<file path="src/rtl/pc_sequencer_if.sv">
// pc_seq_if: control-unit <-> PC sequencer bundle.
// master = control unit side, slave = pc_sequencer side.
interface pc_seq_if #(
  parameter int ADDR_W = 64
);
  logic              stall;
  logic              branch;
  logic              uncond_branch;
  logic              zero_flag;
  logic              cond_nz;
  logic              br_reg;
  logic              link;
  logic              ret;
  logic [ADDR_W-1:0] offset;
  logic [ADDR_W-1:0] target_reg;
  logic [ADDR_W-1:0] pc;
  logic [ADDR_W-1:0] link_addr;
  logic              redirect;
  logic              ras_empty;
  logic              ras_full;
  logic              ras_err;

  modport master (
    output stall, branch, uncond_branch,
    output zero_flag, cond_nz, br_reg,
    output link, ret, offset, target_reg,
    input  pc, link_addr, redirect,
    input  ras_empty, ras_full, ras_err
  );

  modport slave (
    input  stall, branch, uncond_branch,
    input  zero_flag, cond_nz, br_reg,
    input  link, ret, offset, target_reg,
    output pc, link_addr, redirect,
    output ras_empty, ras_full, ras_err
  );
endinterface

</file>
<file path="src/rtl/pc_sequencer.sv">
// pc_sequencer: registered PC with branch/BL/BR/RET redirects and a
// circular return-address stack. Ports: clk, rst_n, bus (pc_seq_if.slave).
module pc_sequencer #(
  parameter int                ADDR_W    = 64,
  parameter int                INC       = 1,
  parameter logic [ADDR_W-1:0] RESET_PC  = '0,
  parameter int                RAS_DEPTH = 4
) (
  input  logic    clk,
  input  logic    rst_n,
  pc_seq_if.slave bus
);

  localparam int PTR_W = $clog2(RAS_DEPTH);
  localparam int CNT_W = PTR_W + 1;
  localparam logic [CNT_W-1:0] CNT_MAX =
    CNT_W'(RAS_DEPTH);
  localparam logic [ADDR_W-1:0] INC_V =
    ADDR_W'(INC);

  logic [ADDR_W-1:0] pc_q, pc_d;
  logic [PTR_W-1:0]  top_q, top_d;
  logic [CNT_W-1:0]  cnt_q, cnt_d;
  logic              empty_q, empty_d;
  logic              full_q, full_d;
  logic              err_q, err_d;

  logic [ADDR_W-1:0] ras_mem [RAS_DEPTH];

  logic              wr_en;
  logic [PTR_W-1:0]  wr_ptr;
  logic [ADDR_W-1:0] wr_data;

  logic              taken;
  logic              push;
  logic              ras_hit;
  logic              sel_ret;
  logic              sel_reg;
  logic              sel_rel;
  logic              sel_seq;
  logic [ADDR_W-1:0] seq_pc;
  logic [ADDR_W-1:0] rel_pc;
  logic [ADDR_W-1:0] npc;
  logic [PTR_W-1:0]  top_p;
  logic [CNT_W-1:0]  cnt_p;

  always_comb begin
    taken = bus.uncond_branch
          | (bus.branch & (bus.zero_flag ^ bus.cond_nz));
    // ret+link is a pop-then-push, so ret also
    // qualifies link as a call
    push    = bus.link
            & (taken | bus.br_reg | bus.ret);
    ras_hit = (cnt_q != '0);
    seq_pc  = pc_q + INC_V;
    rel_pc  = pc_q + bus.offset;
  end

  // one-hot selects encode the priority
  always_comb begin
    sel_ret = bus.ret;
    sel_reg = bus.br_reg & ~bus.ret;
    sel_rel = taken & ~bus.br_reg & ~bus.ret;
    sel_seq = ~taken & ~bus.br_reg & ~bus.ret;
  end

  always_comb begin
    npc = seq_pc;
    unique case (1'b1)
      sel_ret: npc = ras_hit ? ras_mem[top_q]
                             : bus.target_reg;
      sel_reg: npc = bus.target_reg;
      sel_rel: npc = rel_pc;
      sel_seq: npc = seq_pc;
      default: npc = seq_pc;
    endcase
  end

  always_comb begin
    top_p   = top_q;
    cnt_p   = cnt_q;
    top_d   = top_q;
    cnt_d   = cnt_q;
    err_d   = err_q;
    wr_en   = 1'b0;
    wr_ptr  = top_q;
    wr_data = seq_pc;
    pc_d    = pc_q;

    if (!bus.stall) begin
      pc_d = npc;
      if (bus.ret) begin
        if (ras_hit) begin
          top_p = top_q - PTR_W'(1);
          cnt_p = cnt_q - CNT_W'(1);
        end else begin
          err_d = 1'b1;
        end
      end
      top_d = top_p;
      cnt_d = cnt_p;
      if (push) begin
        wr_en  = 1'b1;
        wr_ptr = top_p + PTR_W'(1);
        top_d  = top_p + PTR_W'(1);
        // full: new top lands on the oldest slot
        if (cnt_p == CNT_MAX) begin
          err_d = 1'b1;
        end else begin
          cnt_d = cnt_p + CNT_W'(1);
        end
      end
    end

    empty_d = (cnt_d == '0);
    full_d  = (cnt_d == CNT_MAX);
  end

  always_ff @(posedge clk or negedge rst_n) begin
    if (!rst_n) begin
      pc_q    <= RESET_PC;
      top_q   <= '0;
      cnt_q   <= '0;
      empty_q <= 1'b1;
      full_q  <= 1'b0;
      err_q   <= 1'b0;
    end else begin
      pc_q    <= pc_d;
      top_q   <= top_d;
      cnt_q   <= cnt_d;
      empty_q <= empty_d;
      full_q  <= full_d;
      err_q   <= err_d;
    end
  end

  // entries are don't-care after reset; count
  // alone decides what is valid
  always_ff @(posedge clk) begin
    if (wr_en) begin
      ras_mem[wr_ptr] <= wr_data;
    end
  end

  assign bus.pc        = pc_q;
  assign bus.link_addr = seq_pc;
  assign bus.redirect  = bus.ret | bus.br_reg | taken;
  assign bus.ras_empty = empty_q;
  assign bus.ras_full  = full_q;
  assign bus.ras_err   = err_q;

endmodule

</file>
<file path="src/flat_wrapper.sv">
// flat-port wrapper written by rule: the top's interface ports become plain ports
module pc_sequencer_flat 
#(
  parameter int                ADDR_W    = 64,
  parameter int                INC       = 1,
  parameter logic [ADDR_W-1:0] RESET_PC  = '0,
  parameter int                RAS_DEPTH = 4
)
  (clk, rst_n, bus_stall, bus_branch, bus_uncond_branch, bus_zero_flag, bus_cond_nz, bus_br_reg, bus_link, bus_ret, bus_offset, bus_target_reg, bus_pc, bus_link_addr, bus_redirect, bus_ras_empty, bus_ras_full, bus_ras_err);
  pc_seq_if #(.ADDR_W(ADDR_W)) bus_i ();
  input  logic clk;
  input  logic rst_n;
  input wire logic [$bits(bus_i.stall)-1:0] bus_stall;
  input wire logic [$bits(bus_i.branch)-1:0] bus_branch;
  input wire logic [$bits(bus_i.uncond_branch)-1:0] bus_uncond_branch;
  input wire logic [$bits(bus_i.zero_flag)-1:0] bus_zero_flag;
  input wire logic [$bits(bus_i.cond_nz)-1:0] bus_cond_nz;
  input wire logic [$bits(bus_i.br_reg)-1:0] bus_br_reg;
  input wire logic [$bits(bus_i.link)-1:0] bus_link;
  input wire logic [$bits(bus_i.ret)-1:0] bus_ret;
  input wire logic [$bits(bus_i.offset)-1:0] bus_offset;
  input wire logic [$bits(bus_i.target_reg)-1:0] bus_target_reg;
  output wire logic [$bits(bus_i.pc)-1:0] bus_pc;
  output wire logic [$bits(bus_i.link_addr)-1:0] bus_link_addr;
  output wire logic [$bits(bus_i.redirect)-1:0] bus_redirect;
  output wire logic [$bits(bus_i.ras_empty)-1:0] bus_ras_empty;
  output wire logic [$bits(bus_i.ras_full)-1:0] bus_ras_full;
  output wire logic [$bits(bus_i.ras_err)-1:0] bus_ras_err;
  assign bus_i.stall = bus_stall;
  assign bus_i.branch = bus_branch;
  assign bus_i.uncond_branch = bus_uncond_branch;
  assign bus_i.zero_flag = bus_zero_flag;
  assign bus_i.cond_nz = bus_cond_nz;
  assign bus_i.br_reg = bus_br_reg;
  assign bus_i.link = bus_link;
  assign bus_i.ret = bus_ret;
  assign bus_i.offset = bus_offset;
  assign bus_i.target_reg = bus_target_reg;
  assign bus_pc = bus_i.pc;
  assign bus_link_addr = bus_i.link_addr;
  assign bus_redirect = bus_i.redirect;
  assign bus_ras_empty = bus_i.ras_empty;
  assign bus_ras_full = bus_i.ras_full;
  assign bus_ras_err = bus_i.ras_err;
  pc_sequencer #(.ADDR_W(ADDR_W), .INC(INC), .RESET_PC(RESET_PC), .RAS_DEPTH(RAS_DEPTH)) u_core (.clk(clk), .rst_n(rst_n), .bus(bus_i));
endmodule
</file>
<file path="config.mk">
export PLATFORM = sky130hd
export DESIGN_NAME = pc_sequencer_flat
export DESIGN_NICKNAME = d
export VERILOG_FILES = /design/src/rtl/pc_sequencer_if.sv /design/src/rtl/pc_sequencer.sv /design/src/flat_wrapper.sv
export SDC_FILE = /design/constraint.sdc
export NUM_CORES = 1
export LEC_CHECK = 0
export BUFFER_PORTS_ARGS = -buffer_cell sky130_fd_sc_hd__buf_2
export CORE_MARGIN = 2
export CORE_UTILIZATION = 55
export DETAILED_ROUTE_END_ITERATION = 10
export MAX_ROUTING_LAYER = met4
export PLACE_DENSITY = 0.79
export RECOVER_POWER = 25
export SKIP_CTS_REPAIR_TIMING = 1
export SLEW_MARGIN = 15
export SYNTH_ARGS = -nofsm -noshare
export SYNTH_HDL_FRONTEND = slang
export SYNTH_SLANG_ARGS = --single-unit
</file>
<file path="constraint.sdc">
create_clock -name clk -period 19.6 [get_ports clk]
set_input_delay 3.92 -clock clk [delete_from_list [all_inputs] [get_ports clk]]
set_output_delay 3.92 -clock clk [all_outputs]
set_load 0.05 [all_outputs]
</file>
==> metrics.txt <==
status=completed; drt via density=6.67; core area=33700 sq um; MaxCap Viol Count=0; Synth cell types=80; Area Growth Syn to Fin=15.7%; Total Wirelength=64000 um; WP data required=15680 ps; EDFF count, synth=256; Least-Margin Pin Slew=1070 ps; clock edge transition at the registers on the reported setup and hold paths=60 ps; worst vdd ir=0.126 mV; Synth Flop Type=edfxtp_1; first-pass detailed-route iteration total=6; main combinational cell family by area after synthesis=compound AO/OA/AOI/OAI gates; fin crit share=0.453; Synth Area in Simple Gates=0.113; Synth Warn #=0; largest net degree at the start of global routing=65; placed cells=2315; # H-tree levels=2; Mapped Nets=1885; final cell count without fillers=2383; asr flop ratio synth=0.220; Final nets=2114; pins over their slew limit=0; io pins=270; RSZ-0062 raised after global routing=false; Starting DRT DRC Count=2367; syn_area_per_cell=11.3 sq um; Synth Cell Area=19000 sq um; via count=15885; critical path endpoint category=output port; hold path cells=1; most frequent CP cell=buf_2; DRC viols=0; worst clock skew=32.6 ps; fmax=113 MHz; initial antenna violation count=2; share of cells above drive strength 1=0.225; Leak Pwr=8.46 nW; CP Max Fanout=20; Overflow after GRT=0; FF+latch count, synth=328; Worst slew margin=0.283; adder-cell area share of the yosys netlist=0.0466; row count=67; cts bufs inserted=37; PwrDens=167 nW/um^2; Final Hold Vio Count=0; CP cell instances=buf_2 > xor2_1 > a21o_1 > buf_4 > nor2_4 > inv_2 > buf_2; DP HPWL=45900 um; Routability Congestion=1.02; vias in the first global route=15469; setup_tns=0 ps; total global-route track usage=0.365; DR WL/cell=26.9 um; CTS tree=yes; Synth Area in Compound Gates=0.173; first-pass GRT wire length=94900 um; final count of negative-setup-slack endpoints=0; Critical Path AT=4970 ps; hold crit path type=flip-flop to flip-flop; Initial Util=0.562; Post-Synthesis Cells=1677; XOR/XNOR Fraction of Synth Area=0.0555; die area=36000 sq um; latest clock arrival within the worst-skew pair=550 ps; # clock sinks=328; cells on worst reg2reg path=10; post-synthesis sequential area ratio=0.501; Root Buffer=clkbuf_16; slowest cell on the critical path=buf_4; Routed Antenna Nets=0; Port Buffers=269; slowest stage delay, CP=270 ps; Die W=190 um; Final min period=8890 ps; deepest clock path buffer count=3; Crit Path Category=input pin to output port; CP startpoint kind=input pin; post-synthesis mux area share=0.0827; utilization after layout=0.651; die height=190 um
worst max-delay path: cells and delay by family:
family          cells  cell delay (ps)
xor+xnor            1              180
simple gates        1               50
buf+inv             4              670
compound gates      1              140
cells in the mapped netlist (11+ instances only):
cell      count  area share
nand2_1     127       0.025
ha_1         69       0.046
a221o_1      16      0.0085
edfxtp_1    256        0.41
and4_1       11      0.0051
inv_1        42      0.0083
nand4_1      33       0.011
nor3_1       31      0.0082
xnor2_1      70       0.032
o21ai_0      60       0.016
a31oi_1      18      0.0059
and2_1       11      0.0036
buf_1        14      0.0028
a21oi_1     156       0.041
mux4_2       64       0.076
clkbuf_1     81       0.016
xor2_1       50       0.023
o21bai_1     19      0.0075
a21o_1       34       0.013
nor2_1      120       0.024
a221oi_1     36       0.017
o221ai_1     12      0.0055
o21ai_1      42       0.011
and3_1       26      0.0086
nand3_1      35      0.0092
dfrtp_1      71       0.094
report_power, final:
part	total (mW)	switching, mW	leakage, nW	internal (mW)
combinational	1.81	1.23	4.69	0.582
clock	0.708	0.295	0.609	0.413
sequential	1.13	0.181	3.16	0.949
registers in the layout, summed over array words and instances (netlist names):
signal	cells
u_core.top_q	2
u_core.cnt_q	3
u_core.bus.ras_empty	1
u_core.ras_mem	256
u_core.bus.ras_err	1
u_core.bus.ras_full	1
u_core.bus.pc	64
cell usage in the layout (no fill, tap or decap), drive strengths merged, types with 12 or more instances in the layout:
cell / n
a21o: 34
a21oi: 157
a221o: 16
a221oi: 37
a31oi: 18
and3: 27
buf: 286
clkbuf: 47
clkinv: 13
dfrtp: 71
edfxtp: 256
ha: 69
inv: 47
mux4: 64
nand2: 128
nand3: 35
nand4: 33
nor2: 120
nor3: 32
o21ai: 103
o21bai: 19
o221ai: 12
xnor2: 70
xor2: 50
per-layer routing:
layer | vias to the layer above | track usage | part of all wire
met1 | 7801 | 0.507 | 0.40
li1 | 6964 | - | -
met5 | - | - | 0
met3 | 138 | 0.0598 | 0.10
met2 | 982 | 0.553 | 0.46
met4 | 0 | 0.119 | 0.035
cell families (layout without fill, tap and decap cells):
kind of cell | count (synthesis) | after routing
AO/OA/AOI/OAI | 499 | 499
XOR/XNOR | 120 | 120
adder cells (fa/ha/maj) | 70 | 70
buffers and inverters | 141 | 398
flip-flops | 328 | 328
multiplexers | 76 | 76
other | 0 | 1
AND/OR/NAND/NOR | 443 | 443
per-stage QoR:
stage / setup WS, ps / power, mW / hold WS [ps] / instance area [sq um]
after floorplan: 9750 / 2.40 / 495 / 19000
after global placement: 10720 / 2.88 / 481 / 20700
after detailed placement: 10720 / 2.91 / 484 / 20700
after CTS: 10710 / 3.63 / 499 / 21900
after global routing: 10590 / 3.80 / 522 / 21900
final: 10710 / 3.65 / 491 / 21900
worst paths after layout:
kind                               startpoint                 end  slack, ps
max in group asynchronous               rst_n     u_core.top_q[1]      15170
hold / removal             u_core.bus.ras_err  u_core.bus.ras_err        490
setup reg to reg            u_core.bus.pc[14]   u_core.bus.pc[43]      15170
setup / recovery                  bus_cond_nz        bus_redirect      10710
min in group asynchronous               rst_n   u_core.bus.pc[29]       3350
hold reg to reg            u_core.bus.ras_err  u_core.bus.ras_err        490
layout make-up:
| cell class | instances | area [sq um] |
|---|---|---|
| Clock inverter | 21 | 241 |
| Antenna cell | 1 | 2.50 |
| Sequential cell | 328 | 9500 |
| Fill cell | 2630 | 11800 |
| Clock buffer | 46 | 1010 |
| Tap cell | 448 | 561 |
| Multi-Input combinational cell | 1208 | 8960 |
| Timing Repair Buffer | 287 | 1480 |
| Inverter | 44 | 165 |
Note: power is estimated with default switching activity, not from simulation.
